File: src/rtl/ex_defs_pkg.sv
// Shared definitions for the execute stage: RV32I opcode/funct constants,
// the canonical NOP, the divider FSM state encoding and immediate decoders.
package ex_defs_pkg;

    // Major opcodes
    localparam logic [6:0] OPC_OP     = 7'b0110011;
    localparam logic [6:0] OPC_OP_IMM = 7'b0010011;
    localparam logic [6:0] OPC_LUI    = 7'b0110111;
    localparam logic [6:0] OPC_AUIPC  = 7'b0010111;
    localparam logic [6:0] OPC_JAL    = 7'b1101111;
    localparam logic [6:0] OPC_JALR   = 7'b1100111;
    localparam logic [6:0] OPC_BRANCH = 7'b1100011;

    // funct3 for OP / OP-IMM
    localparam logic [2:0] F3_ADD  = 3'b000;
    localparam logic [2:0] F3_SLL  = 3'b001;
    localparam logic [2:0] F3_SLT  = 3'b010;
    localparam logic [2:0] F3_SLTU = 3'b011;
    localparam logic [2:0] F3_XOR  = 3'b100;
    localparam logic [2:0] F3_SR   = 3'b101;
    localparam logic [2:0] F3_OR   = 3'b110;
    localparam logic [2:0] F3_AND  = 3'b111;

    // funct3 for BRANCH
    localparam logic [2:0] F3_BEQ  = 3'b000;
    localparam logic [2:0] F3_BNE  = 3'b001;
    localparam logic [2:0] F3_BLT  = 3'b100;
    localparam logic [2:0] F3_BGE  = 3'b101;
    localparam logic [2:0] F3_BLTU = 3'b110;
    localparam logic [2:0] F3_BGEU = 3'b111;

    // funct3 for the M-extension divides (bit2 set marks a divide)
    localparam logic [2:0] F3_DIV  = 3'b100;
    localparam logic [2:0] F3_DIVU = 3'b101;
    localparam logic [2:0] F3_REM  = 3'b110;
    localparam logic [2:0] F3_REMU = 3'b111;

    // funct7 variants
    localparam logic [6:0] F7_BASE   = 7'b0000000;
    localparam logic [6:0] F7_ALT    = 7'b0100000;
    localparam logic [6:0] F7_MULDIV = 7'b0000001;

    // addi x0, x0, 0
    localparam logic [31:0] INST_NOP = 32'h0000_0013;

    // Divider sequencing
    typedef enum logic [1:0] {
        IDLE = 2'd0,
        BUSY = 2'd1,
        DONE = 2'd2
    } div_state_t;

    function automatic logic [31:0] imm_i(input logic [31:0] inst);
        return {{20{inst[31]}}, inst[31:20]};
    endfunction

    function automatic logic [31:0] imm_b(input logic [31:0] inst);
        return {{19{inst[31]}}, inst[31], inst[7], inst[30:25], inst[11:8], 1'b0};
    endfunction

    function automatic logic [31:0] imm_u(input logic [31:0] inst);
        return {inst[31:12], 12'b0};
    endfunction

    function automatic logic [31:0] imm_j(input logic [31:0] inst);
        return {{11{inst[31]}}, inst[31], inst[19:12], inst[20], inst[30:21], 1'b0};
    endfunction

endpackage

File: src/rtl/ex_div.sv
// Iterative restoring divider for DIV/DIVU/REM/REMU.
// start is sampled in IDLE; busy covers the 32 shift/subtract steps; done is
// a one-cycle pulse carrying the signed-corrected result plus the latched
// destination register and PC. Divide-by-zero and signed overflow skip BUSY.
module ex_div
    import ex_defs_pkg::*;
#(
    parameter int XLEN = 32
) (
    input  logic            clk,
    input  logic            rst_n,
    input  logic            i_start,
    input  logic [1:0]      i_op,        // funct3[1:0]: bit0 = unsigned, bit1 = remainder
    input  logic [XLEN-1:0] i_dividend,
    input  logic [XLEN-1:0] i_divisor,
    input  logic [4:0]      i_rd_addr,
    input  logic [XLEN-1:0] i_pc,
    output logic            o_busy,
    output logic            o_done,
    output logic [XLEN-1:0] o_result,
    output logic [4:0]      o_rd_addr,
    output logic [XLEN-1:0] o_pc
);

    div_state_t r_state;
    div_state_t w_state_next;

    logic [XLEN-1:0] r_quot;     // dividend shifts out, quotient shifts in
    logic [XLEN-1:0] r_rem;
    logic [XLEN-1:0] r_divisor;
    logic [4:0]      r_cnt;
    logic            r_neg_q;
    logic            r_neg_r;
    logic            r_is_rem;
    logic [4:0]      r_rd_addr;
    logic [XLEN-1:0] r_pc;

    logic            w_signed;
    logic            w_a_neg;
    logic            w_b_neg;
    logic [XLEN-1:0] w_a_mag;
    logic [XLEN-1:0] w_b_mag;
    logic            w_div_zero;
    logic            w_overflow;
    logic [XLEN:0]   w_shift;
    logic [XLEN:0]   w_diff;
    logic [XLEN-1:0] w_rem_step;
    logic [XLEN-1:0] w_quot_step;

    assign w_signed   = ~i_op[0];
    assign w_a_neg    = w_signed & i_dividend[XLEN-1];
    assign w_b_neg    = w_signed & i_divisor[XLEN-1];
    assign w_a_mag    = w_a_neg ? -i_dividend : i_dividend;
    assign w_b_mag    = w_b_neg ? -i_divisor  : i_divisor;
    assign w_div_zero = (i_divisor == '0);
    assign w_overflow = w_signed && (i_dividend == {1'b1, {(XLEN-1){1'b0}}})
                                 && (i_divisor == '1);

    // One restoring step: shift the next dividend bit into the partial
    // remainder and subtract the divisor if it fits.
    assign w_shift     = {r_rem, r_quot[XLEN-1]};
    assign w_diff      = w_shift - {1'b0, r_divisor};
    assign w_rem_step  = w_diff[XLEN] ? w_shift[XLEN-1:0] : w_diff[XLEN-1:0];
    assign w_quot_step = {r_quot[XLEN-2:0], ~w_diff[XLEN]};

    // State register
    always_ff @(posedge clk) begin
        if (!rst_n) r_state <= IDLE;
        else        r_state <= w_state_next;
    end

    // Next-state: special cases jump straight to DONE, otherwise 32 BUSY steps
    always_comb begin
        w_state_next = r_state;
        case (r_state)
            IDLE: if (i_start) w_state_next = (w_div_zero || w_overflow) ? DONE : BUSY;
            BUSY: if (r_cnt == 5'd31) w_state_next = DONE;
            DONE: w_state_next = IDLE;
            default: w_state_next = IDLE;
        endcase
    end

    // Operand latch on start, iterate while busy
    always_ff @(posedge clk) begin
        if (!rst_n) begin
            r_quot    <= '0;
            r_rem     <= '0;
            r_divisor <= '0;
            r_cnt     <= '0;
            r_neg_q   <= 1'b0;
            r_neg_r   <= 1'b0;
            r_is_rem  <= 1'b0;
            r_rd_addr <= '0;
            r_pc      <= '0;
        end else begin
            case (r_state)
                IDLE: begin
                    if (i_start) begin
                        r_is_rem  <= i_op[1];
                        r_rd_addr <= i_rd_addr;
                        r_pc      <= i_pc;
                        r_cnt     <= '0;
                        r_divisor <= w_b_mag;
                        if (w_div_zero) begin
                            r_quot  <= '1;
                            r_rem   <= i_dividend;
                            r_neg_q <= 1'b0;
                            r_neg_r <= 1'b0;
                        end else if (w_overflow) begin
                            r_quot  <= {1'b1, {(XLEN-1){1'b0}}};
                            r_rem   <= '0;
                            r_neg_q <= 1'b0;
                            r_neg_r <= 1'b0;
                        end else begin
                            r_quot  <= w_a_mag;
                            r_rem   <= '0;
                            r_neg_q <= w_a_neg ^ w_b_neg;
                            r_neg_r <= w_a_neg;
                        end
                    end
                end
                BUSY: begin
                    r_quot <= w_quot_step;
                    r_rem  <= w_rem_step;
                    r_cnt  <= r_cnt + 5'd1;
                end
                default: ;
            endcase
        end
    end

    assign o_busy    = (r_state == BUSY);
    assign o_done    = (r_state == DONE);
    assign o_result  = r_is_rem ? (r_neg_r ? -r_rem  : r_rem)
                                : (r_neg_q ? -r_quot : r_quot);
    assign o_rd_addr = r_rd_addr;
    assign o_pc      = r_pc;

endmodule

File: src/rtl/ex_stage.sv
// RV32I execute stage. ALU, branches and jumps resolve in the cycle they are
// presented. Optional divider enabled by the macro EX_DIV_EN: a divide holds
// the front end until the result is written back, then redirects to PC+4 to
// refetch the successor that was flushed while the divide was in flight.
// Without EX_DIV_EN divide encodings behave as NOPs and hold_req_o is 0.
module ex_stage
    import ex_defs_pkg::*;
#(
    parameter int XLEN = 32
) (
    input  logic            clk,
    input  logic            rst_n,
    input  logic [31:0]     inst_i,
    input  logic [XLEN-1:0] inst_addr_i,
    input  logic [XLEN-1:0] rs1_data_i,
    input  logic [XLEN-1:0] rs2_data_i,
    input  logic [4:0]      rd_addr_i,
    input  logic            rd_wen_i,
    output logic [4:0]      rd_addr_o,
    output logic [XLEN-1:0] rd_data_o,
    output logic            rd_wen_o,
    output logic            jump_en_o,
    output logic [XLEN-1:0] jump_addr_o,
    output logic            hold_req_o
);

    logic [6:0]      w_opcode;
    logic [2:0]      w_f3;
    logic [6:0]      w_f7;
    logic [XLEN-1:0] w_imm_i;
    logic [XLEN-1:0] w_imm_b;
    logic [XLEN-1:0] w_imm_u;
    logic [XLEN-1:0] w_imm_j;
    logic [XLEN-1:0] w_pc_plus4;
    logic [4:0]      w_shamt_r;
    logic [4:0]      w_shamt_i;

    logic            w_alu_valid;
    logic [XLEN-1:0] w_alu_result;
    logic            w_jump;
    logic [XLEN-1:0] w_jump_target;

    logic            w_div_busy;
    logic            w_div_done;
    logic            w_div_start;
    logic [XLEN-1:0] w_div_result;
    logic [4:0]      w_div_rd;
    logic [XLEN-1:0] w_div_pc;

    assign w_opcode   = inst_i[6:0];
    assign w_f3       = inst_i[14:12];
    assign w_f7       = inst_i[31:25];
    assign w_imm_i    = imm_i(inst_i);
    assign w_imm_b    = imm_b(inst_i);
    assign w_imm_u    = imm_u(inst_i);
    assign w_imm_j    = imm_j(inst_i);
    assign w_pc_plus4 = inst_addr_i + 32'd4;
    assign w_shamt_r  = rs2_data_i[4:0];
    assign w_shamt_i  = inst_i[24:20];

`ifdef EX_DIV_EN
    logic w_is_div;

    assign w_is_div    = (w_opcode == OPC_OP) && (w_f7 == F7_MULDIV) && w_f3[2];
    // The divider only accepts a request while idle; in DONE the inputs are a flushed NOP.
    assign w_div_start = w_is_div && !w_div_busy && !w_div_done;

    ex_div #(.XLEN(XLEN)) u_div (
        .clk        (clk),
        .rst_n      (rst_n),
        .i_start    (w_div_start),
        .i_op       (w_f3[1:0]),
        .i_dividend (rs1_data_i),
        .i_divisor  (rs2_data_i),
        .i_rd_addr  (rd_addr_i),
        .i_pc       (inst_addr_i),
        .o_busy     (w_div_busy),
        .o_done     (w_div_done),
        .o_result   (w_div_result),
        .o_rd_addr  (w_div_rd),
        .o_pc       (w_div_pc)
    );
`else
    assign w_div_start  = 1'b0;
    assign w_div_busy   = 1'b0;
    assign w_div_done   = 1'b0;
    assign w_div_result = '0;
    assign w_div_rd     = '0;
    assign w_div_pc     = '0;
`endif

    // Single-cycle decode/execute of everything except divides
    always_comb begin
        w_alu_valid   = 1'b0;
        w_alu_result  = '0;
        w_jump        = 1'b0;
        w_jump_target = '0;
        case (w_opcode)
            OPC_LUI: begin
                w_alu_valid  = 1'b1;
                w_alu_result = w_imm_u;
            end
            OPC_AUIPC: begin
                w_alu_valid  = 1'b1;
                w_alu_result = inst_addr_i + w_imm_u;
            end
            OPC_JAL: begin
                w_alu_valid   = 1'b1;
                w_alu_result  = w_pc_plus4;
                w_jump        = 1'b1;
                w_jump_target = inst_addr_i + w_imm_j;
            end
            OPC_JALR: begin
                if (w_f3 == 3'b000) begin
                    w_alu_valid   = 1'b1;
                    w_alu_result  = w_pc_plus4;
                    w_jump        = 1'b1;
                    w_jump_target = (rs1_data_i + w_imm_i) & ~32'd1;
                end
            end
            OPC_BRANCH: begin
                w_jump_target = inst_addr_i + w_imm_b;
                case (w_f3)
                    F3_BEQ:  w_jump = (rs1_data_i == rs2_data_i);
                    F3_BNE:  w_jump = (rs1_data_i != rs2_data_i);
                    F3_BLT:  w_jump = ($signed(rs1_data_i) <  $signed(rs2_data_i));
                    F3_BGE:  w_jump = ($signed(rs1_data_i) >= $signed(rs2_data_i));
                    F3_BLTU: w_jump = (rs1_data_i <  rs2_data_i);
                    F3_BGEU: w_jump = (rs1_data_i >= rs2_data_i);
                    default: w_jump = 1'b0;
                endcase
            end
            OPC_OP_IMM: begin
                w_alu_valid = 1'b1;
                case (w_f3)
                    F3_ADD:  w_alu_result = rs1_data_i + w_imm_i;
                    F3_SLT:  w_alu_result = {{(XLEN-1){1'b0}}, $signed(rs1_data_i) < $signed(w_imm_i)};
                    F3_SLTU: w_alu_result = {{(XLEN-1){1'b0}}, rs1_data_i < w_imm_i};
                    F3_XOR:  w_alu_result = rs1_data_i ^ w_imm_i;
                    F3_OR:   w_alu_result = rs1_data_i | w_imm_i;
                    F3_AND:  w_alu_result = rs1_data_i & w_imm_i;
                    F3_SLL: begin
                        w_alu_valid  = (w_f7 == F7_BASE);
                        w_alu_result = rs1_data_i << w_shamt_i;
                    end
                    F3_SR: begin
                        if (w_f7 == F7_BASE)
                            w_alu_result = rs1_data_i >> w_shamt_i;
                        else if (w_f7 == F7_ALT)
                            w_alu_result = $signed(rs1_data_i) >>> w_shamt_i;
                        else
                            w_alu_valid = 1'b0;
                    end
                    default: w_alu_valid = 1'b0;
                endcase
            end
            OPC_OP: begin
                if (w_f7 == F7_BASE) begin
                    w_alu_valid = 1'b1;
                    case (w_f3)
                        F3_ADD:  w_alu_result = rs1_data_i + rs2_data_i;
                        F3_SLL:  w_alu_result = rs1_data_i << w_shamt_r;
                        F3_SLT:  w_alu_result = {{(XLEN-1){1'b0}}, $signed(rs1_data_i) < $signed(rs2_data_i)};
                        F3_SLTU: w_alu_result = {{(XLEN-1){1'b0}}, rs1_data_i < rs2_data_i};
                        F3_XOR:  w_alu_result = rs1_data_i ^ rs2_data_i;
                        F3_SR:   w_alu_result = rs1_data_i >> w_shamt_r;
                        F3_OR:   w_alu_result = rs1_data_i | rs2_data_i;
                        F3_AND:  w_alu_result = rs1_data_i & rs2_data_i;
                        default: w_alu_valid  = 1'b0;
                    endcase
                end else if (w_f7 == F7_ALT) begin
                    if (w_f3 == F3_ADD) begin
                        w_alu_valid  = 1'b1;
                        w_alu_result = rs1_data_i - rs2_data_i;
                    end else if (w_f3 == F3_SR) begin
                        w_alu_valid  = 1'b1;
                        w_alu_result = $signed(rs1_data_i) >>> w_shamt_r;
                    end
                end
                // F7_MULDIV falls through as a NOP here; divides go to the divider.
            end
            default: ;
        endcase
    end

    // Output select: reset forces zeros, divider writeback and stalls take
    // priority over the instruction currently at the inputs.
    always_comb begin
        rd_addr_o   = '0;
        rd_data_o   = '0;
        rd_wen_o    = 1'b0;
        jump_en_o   = 1'b0;
        jump_addr_o = '0;
        hold_req_o  = 1'b0;
        if (!rst_n) begin
            // all outputs stay at zero
        end else if (w_div_done) begin
            rd_addr_o   = w_div_rd;
            rd_data_o   = w_div_result;
            rd_wen_o    = 1'b1;
            jump_en_o   = 1'b1;
            jump_addr_o = w_div_pc + 32'd4;
        end else if (w_div_busy || w_div_start) begin
            hold_req_o  = 1'b1;
        end else begin
            rd_addr_o   = rd_addr_i;
            rd_data_o   = w_alu_result;
            rd_wen_o    = rd_wen_i && w_alu_valid;
            jump_en_o   = w_jump;
            jump_addr_o = w_jump_target;
        end
    end

endmodule
File: config.mk
export PLATFORM = sky130hd
export DESIGN_NAME = ex_stage
export DESIGN_NICKNAME = d
export VERILOG_FILES = /design/src/rtl/ex_defs_pkg.sv /design/src/rtl/ex_div.sv /design/src/rtl/ex_stage.sv
export SDC_FILE = /design/constraint.sdc
export NUM_CORES = 1
export LEC_CHECK = 0
export ABC_AREA = 1
export CORE_ASPECT_RATIO = 1.5
export CORE_MARGIN = 2
export CORE_UTILIZATION = 56
export DETAILED_ROUTE_END_ITERATION = 12
export PLACE_DENSITY = 0.79
export REMOVE_ABC_BUFFERS = 1
export SKIP_LAST_GASP = 1
export SLEW_MARGIN = 40
export SYNTH_ARGS = -nofsm -noshare
export SYNTH_HDL_FRONTEND = slang
export SYNTH_SLANG_ARGS = --single-unit
File: constraint.sdc
create_clock -name vclk -period 5.8
set_input_delay 1.45 -clock vclk [all_inputs]
set_output_delay 1.45 -clock vclk [all_outputs]
set_load 0.01 [all_outputs]
==> impl_metrics.csv, run 1 <==
group,metric,value,unit
status,run_status,"aborted with a tool error",
status,stop_stage,"global routing (5_1_grt)",
status,error,"[ERROR GRT-0116] Global routing finished with congestion. Check the congestion regions in the DRC Viewer.",
global_routing,grt_pass1_wl,310,mm
placed_design,hpwlAfterDp,119,mm
global_routing,grt_overflow_total,2132,
yosys,netlist.top_cell.by_area,"sky130_fd_sc_hd__nand2_1",
yosys,netlist.area_leader.share,0.230,
placed_design,area_after_detailed_placement,0.0334,mm2
global_routing,grt_max_degree,82,
placed_design,dp_worst_setup_slack,-963,ps
yosys,mappedNetlistArea,0.0242,mm2
die,vertical_die_dimension,259,um
yosys,synth.area.top_cells,"sky130_fd_sc_hd__nand2_1 (23%), sky130_fd_sc_hd__nand3_1 (19%), sky130_fd_sc_hd__ha_1 (13%), sky130_fd_sc_hd__inv_1 (8.0%), sky130_fd_sc_hd__a21oi_1 (6.7%)",
die,initial_utilization,0.566,
global_routing,first_global_vias,48900,
placed_design,io_buffers,206,
yosys,syn_avg_cell_area,5.02,um2
placed_design,place_congestion,1.43,
yosys,synth.yosys.seq_area_share,0,
die,io_pins,208,
yosys,synthesis.instances,4825,
yosys,post_synth_num_cell_types,66,
die,die_w,174,um
yosys,ys_warn_count,0,
placed_design,placedCellCount,6348,
die,placement_rows,93,
global_routing,grtUsageTotal,0.875,
## logic make-up after synthesis
kind of cell,Yosys count,share of synthesized area
AND/OR/NAND/NOR,3054,0.554
buffers and inverters,776,0.138
AO/OA/AOI/OAI,713,0.166
adder cells (fa/ha/maj),249,0.130
XOR/XNOR,32,0.0116
other,1,0.000155
## synthesized netlist by cell type, types with 4 or more instances
| cell | instances |
|---|---|
| sky130_fd_sc_hd__nand2_1 | 1488 |
| sky130_fd_sc_hd__nand3_1 | 912 |
| sky130_fd_sc_hd__inv_1 | 514 |
| sky130_fd_sc_hd__nor2_1 | 362 |
| sky130_fd_sc_hd__a21oi_1 | 326 |
| sky130_fd_sc_hd__ha_1 | 244 |
| sky130_fd_sc_hd__o21ai_0 | 159 |
| sky130_fd_sc_hd__buf_2 | 116 |
| sky130_fd_sc_hd__nand4_1 | 113 |
| sky130_fd_sc_hd__nor3_1 | 58 |
| sky130_fd_sc_hd__o22ai_1 | 45 |
| sky130_fd_sc_hd__o211ai_1 | 42 |
| sky130_fd_sc_hd__buf_4 | 38 |
| sky130_fd_sc_hd__o21ai_1 | 37 |
| sky130_fd_sc_hd__clkbuf_1 | 33 |
| sky130_fd_sc_hd__buf_1 | 27 |
| sky130_fd_sc_hd__inv_2 | 26 |
| sky130_fd_sc_hd__xor2_1 | 25 |
| sky130_fd_sc_hd__and2_1 | 21 |
| sky130_fd_sc_hd__o21bai_1 | 21 |
| sky130_fd_sc_hd__nand2_2 | 20 |
| sky130_fd_sc_hd__o21a_1 | 15 |
| sky130_fd_sc_hd__or2_2 | 15 |
| sky130_fd_sc_hd__nand3b_1 | 14 |
| sky130_fd_sc_hd__o221ai_1 | 14 |
| sky130_fd_sc_hd__a31oi_1 | 12 |
| sky130_fd_sc_hd__buf_6 | 12 |
| sky130_fd_sc_hd__a21boi_0 | 7 |
| sky130_fd_sc_hd__nand3_2 | 7 |
| sky130_fd_sc_hd__nor2_2 | 7 |
| sky130_fd_sc_hd__nor4_1 | 7 |
| sky130_fd_sc_hd__xnor2_1 | 7 |
| sky130_fd_sc_hd__a21o_1 | 6 |
| sky130_fd_sc_hd__nor2_4 | 6 |
| sky130_fd_sc_hd__a21oi_2 | 5 |
| sky130_fd_sc_hd__fa_1 | 5 |
| sky130_fd_sc_hd__a211oi_1 | 4 |
| sky130_fd_sc_hd__a221oi_1 | 4 |
| sky130_fd_sc_hd__nand2_4 | 4 |
| sky130_fd_sc_hd__o21ai_2 | 4 |
| sky130_fd_sc_hd__or2_1 | 4 |
## repair_timing
| action | CTS |
|---|---|
| setup endpoints to repair | 62 |
| setup buffers | 37 |
| gates cloned | 2 |
| gates resized for setup | 446 |
| pin swaps | 58 |
| hold buffers | 0 |
## layer usage
layer,track usage,GRT overflow
met4,0.947,498
met1,0.811,32
met5,0.431,2
met2,1.10,1567
met3,0.695,33
## stage by stage
step	setup TNS (ps)	utilization
2_1_floorplan	0	-
3_3_place_gp	-31270	0.781
3_5_place_dp	-35590	0.781
4_1_cts	-1370	0.818
==> run 2, diff against run 1 <==
Settings changed: CORE_ASPECT_RATIO 1.5 to not set, CORE_UTILIZATION 56 to 40, PLACE_DENSITY 0.79 to not set, PLACE_DENSITY_LB_ADDON set to 0.15.
Clock period 5.8 ns to 7.5 ns, I/O delays scaled along.
==> run 2 against run 1 <==
The flow now finishes, with violations (setup timing). Area after synthesis unchanged. Synthesized cell count unchanged.
==> impl_metrics.csv, run 2 <==
group,metric,value,unit
status,failing_checks,"setup timing",
layout,layout.cells.most_common,"sky130_fd_sc_hd__nand2_1",
yosys,synth.yosys.seq_area_share,0,
drt,drt-pass1-iter-count,9,
yosys,synthTopCellsByCount,"sky130_fd_sc_hd__nand2_1 (1,488), sky130_fd_sc_hd__nand3_1 (912), sky130_fd_sc_hd__inv_1 (514), sky130_fd_sc_hd__nor2_1 (362), sky130_fd_sc_hd__a21oi_1 (326)",
die,core_area,0.0601,mm2
pwr,power.net_switching,1.43,mW
yosys,syn_avg_cell_area,5.02,um2
worst_setup_path,critical_path.most_common_cell,"sky130_fd_sc_hd__nand2_1",
yosys,netlist.top_cell.by_area,"sky130_fd_sc_hd__nand2_1",
sta,timing.max_slew.rel_slack,0.477,
sta,timing.fmax,0.133,GHz
drt,route.final.wire_length,158,mm
worst_setup_path,crit_path_max_incr_delay,550,ps
worst_setup_path,setup.worst_path.end_class,"output pin",
yosys,dominant_cell_by_count_in_the_synthesized_netlist,"sky130_fd_sc_hd__nand2_1",
layout,design.final.nets,5540,
global_routing,grt_overflow_total,0,
yosys,mappedNetlistArea,0.0242,mm2
min_path,hold_path_class,"in -> out",
global_routing,antenna_found_initial,6,
die,vertical_die_dimension,250,um
drt,drcViolationCount,0,
sta,finalCriticalPeriod,7500,ps
worst_setup_path,start_kind,"input pin",
worst_setup_path,cp.buffers_inverters,5,
pwr,power.density_cell_area,72.5,mW/mm2
global_routing,grt_max_degree,83,
sta,timing.final.hold_violations,0,
layout,n_sequential_cell,0,
layout,final.clkbuf_count,0,
pwr,p_leak,15.2,nW
global_routing,first_global_vias,32500,
global_routing,grtUsageTotal,0.481,
sta,final-setup-viol-count,1,
drt,routed_via_density,6.05,
drt,detailroute.via_count,35900,
sta,worst_slack,-1.22,ps
worst_setup_path,cp.arrival,5630,ps
worst_setup_path,worst-setup-path-type,"in -> out",
sta,fin_tns_setup,-1.22,ps
die,design.die.area,0.0626,mm2
min_path,hold_path_end,"rd_addr_o[0]",
pwr,p_int,683,uW
drt,avgRoutedWirePerCell,26.6,um
sta,worst_slew_pin_slew,773,ps
pwr,power.total,2.11,mW
die,placement_rows,90,
worst_setup_path,timing.critical_path.max_delay_family,"buffers and inverters",
worst_setup_path,critical-path-slowest-cell,"sky130_fd_sc_hd__ha_1",
yosys,synthesis.instances,4825,
placed_design,dp_worst_setup_slack,-19.8,ps
layout,sequential_cell_area,0,um2
layout,layout.filler_cells,6880,
layout,finalNonFillerCells,5936,
pwr,pwr-share-clk,0,
pwr,share_seq_of_total_power,0,
pwr,ir_drop,0.0656,mV
worst_setup_path,critical_path_peak_fanout,6,
placed_design,place_congestion,1.14,
yosys,netlist.area_leader.share,0.230,
flow_run,drv_cap,0,
sta,fin_worst_hold_slack,4700,ps
pwr,power.combinational.fraction,1.000,
yosys,ys_warn_count,0,
status,run_status,"complete, but fails checks",
layout,fraction_of_layout_instances_using_a_drive_strength_above_1,0.103,
die,die_w,250,um
drt,detail-route-antenna-nets,0,
placed_design,io_buffers,206,
yosys,post_synth_num_cell_types,66,
layout,layout_common_cells,"sky130_fd_sc_hd__nand2_1 (1,483), sky130_fd_sc_hd__nand3_1 (911), sky130_fd_sc_hd__inv_1 (508), sky130_fd_sc_hd__nor2_1 (355), sky130_fd_sc_hd__buf_4 (333)",
pwr,power.share.switching,0.677,
sta,timing_max_transition_violations_final,0,
yosys,synth.area.top_cells,"sky130_fd_sc_hd__nand2_1 (23%), sky130_fd_sc_hd__nand3_1 (19%), sky130_fd_sc_hd__ha_1 (13%), sky130_fd_sc_hd__inv_1 (8.0%), sky130_fd_sc_hd__a21oi_1 (6.7%)",
worst_setup_path,chain_of_cells_forming_the_critical_path,"clkdlybuf4s50_1, inv_1, ha_1, inv_1, nand2_1, nand2_1, nand2_1, nand2_1, nand2_1, nand2_1, a21oi_1, nand3_1, nand3_1, nand2_1, nand2_1, nand3_1, nand3_1, nand2_1, inv_1, clkdlybuf4s50_1",
placed_design,placedCellCount,5924,
sta,unrepaired_setup_endpoints_after_global_routing,"yes",
placed_design,hpwlAfterDp,130,mm
min_path,hold_path_startpoint,"rd_addr_i[0]",
layout,flow.area_growth_from_synthesis,20.4,%
global_routing,grt_pass1_wl,222,mm
drt,violation_count_after_the_first_detailed_routing_iteration,5081,
worst_setup_path,worst_endpoint_required_time,5620,ps
min_path,worst_hold_path.num_cells,4,
worst_setup_path,crit_path_start,"rs1_data_i[16]",
sta,final_min_period_over_clock_period,1.00,
die,io_pins,208,
die,initial_utilization,0.403,
run 2: cell counts after synthesis:
Identical to the previous run, type by type.
run 2: how the worst max path moves through the flow:
| stage | to | slack (ps) | cells past startpoint |
|---|---|---|---|
| 2_1_floorplan | jump_addr_o[27] | 860 | 18 |
| 3_3_place_gp | jump_addr_o[27] | -40 | 20 |
| 3_5_place_dp | jump_addr_o[27] | -20 | 20 |
| 4_1_cts | jump_addr_o[21] | 7 | 21 |
| 5_1_grt | rd_data_o[16] | -80 | 18 |
| 6_report | rd_data_o[31] | -1 | 20 |
run 2: power by group through the flow:
stage	logic [mW]	clock network (mW)	registers [mW]
detailed placement	1.99	0	0
global route	2.24	0	0
floorplan	1.06	0	0
CTS	2.00	0	0
global placement	1.98	0	0
finish	2.11	0.000000000311	0
run 2: metrics by stage:
step / util / cell area, um2
2_1_floorplan: - / 23000
3_3_place_gp: 0.478 / 28800
3_5_place_dp: 0.478 / 28800
4_1_cts: 0.478 / 28800
5_1_grt: 0.485 / 29200
6_report: 0.485 / 29200
run 2: cell type report:
cell class                 instances  area, um2  area share
multi-input combinational       4049      21200       0.725
tap                              782        978      0.0335
inverter                         545       2080      0.0711
timing repair buffer             559       4970       0.170
antenna                            1       2.50   0.0000858
run 2: repair_timing:
| item | in CTS | in global routing |
|---|---|---|
| pin swaps | 1 | 7 |
| resized for setup | 5 | 88 |
| buffers inserted | 1 | 10 |
| setup endpoints to repair | 6 | 45 |
| hold buffers | 0 | 0 |
run 2: logic make-up (layout without fill, tap and decap cells):
family | Yosys count | after routing | synth area share
and+or+nand+nor | 3054 | 3054 | 0.554
adders and majority gates | 249 | 249 | 0.130
other | 1 | 2 | 0.000155
xor gates and xnor gates | 32 | 32 | 0.0116
AOI/OAI and AO/OA | 713 | 713 | 0.166
buffers and inverters | 776 | 1104 | 0.138
run 2: layer usage:
layer / routed length [um] / track usage / up-vias
met1: 59400 / 0.588 / 16200
met2: 63800 / 0.713 / 2350
met4: 15900 / 0.383 / 12
met5: 151 / 0.00541 / -
met3: 18600 / 0.125 / 608
li1: - / - / 16700
(Power assumes the default switching activity.)
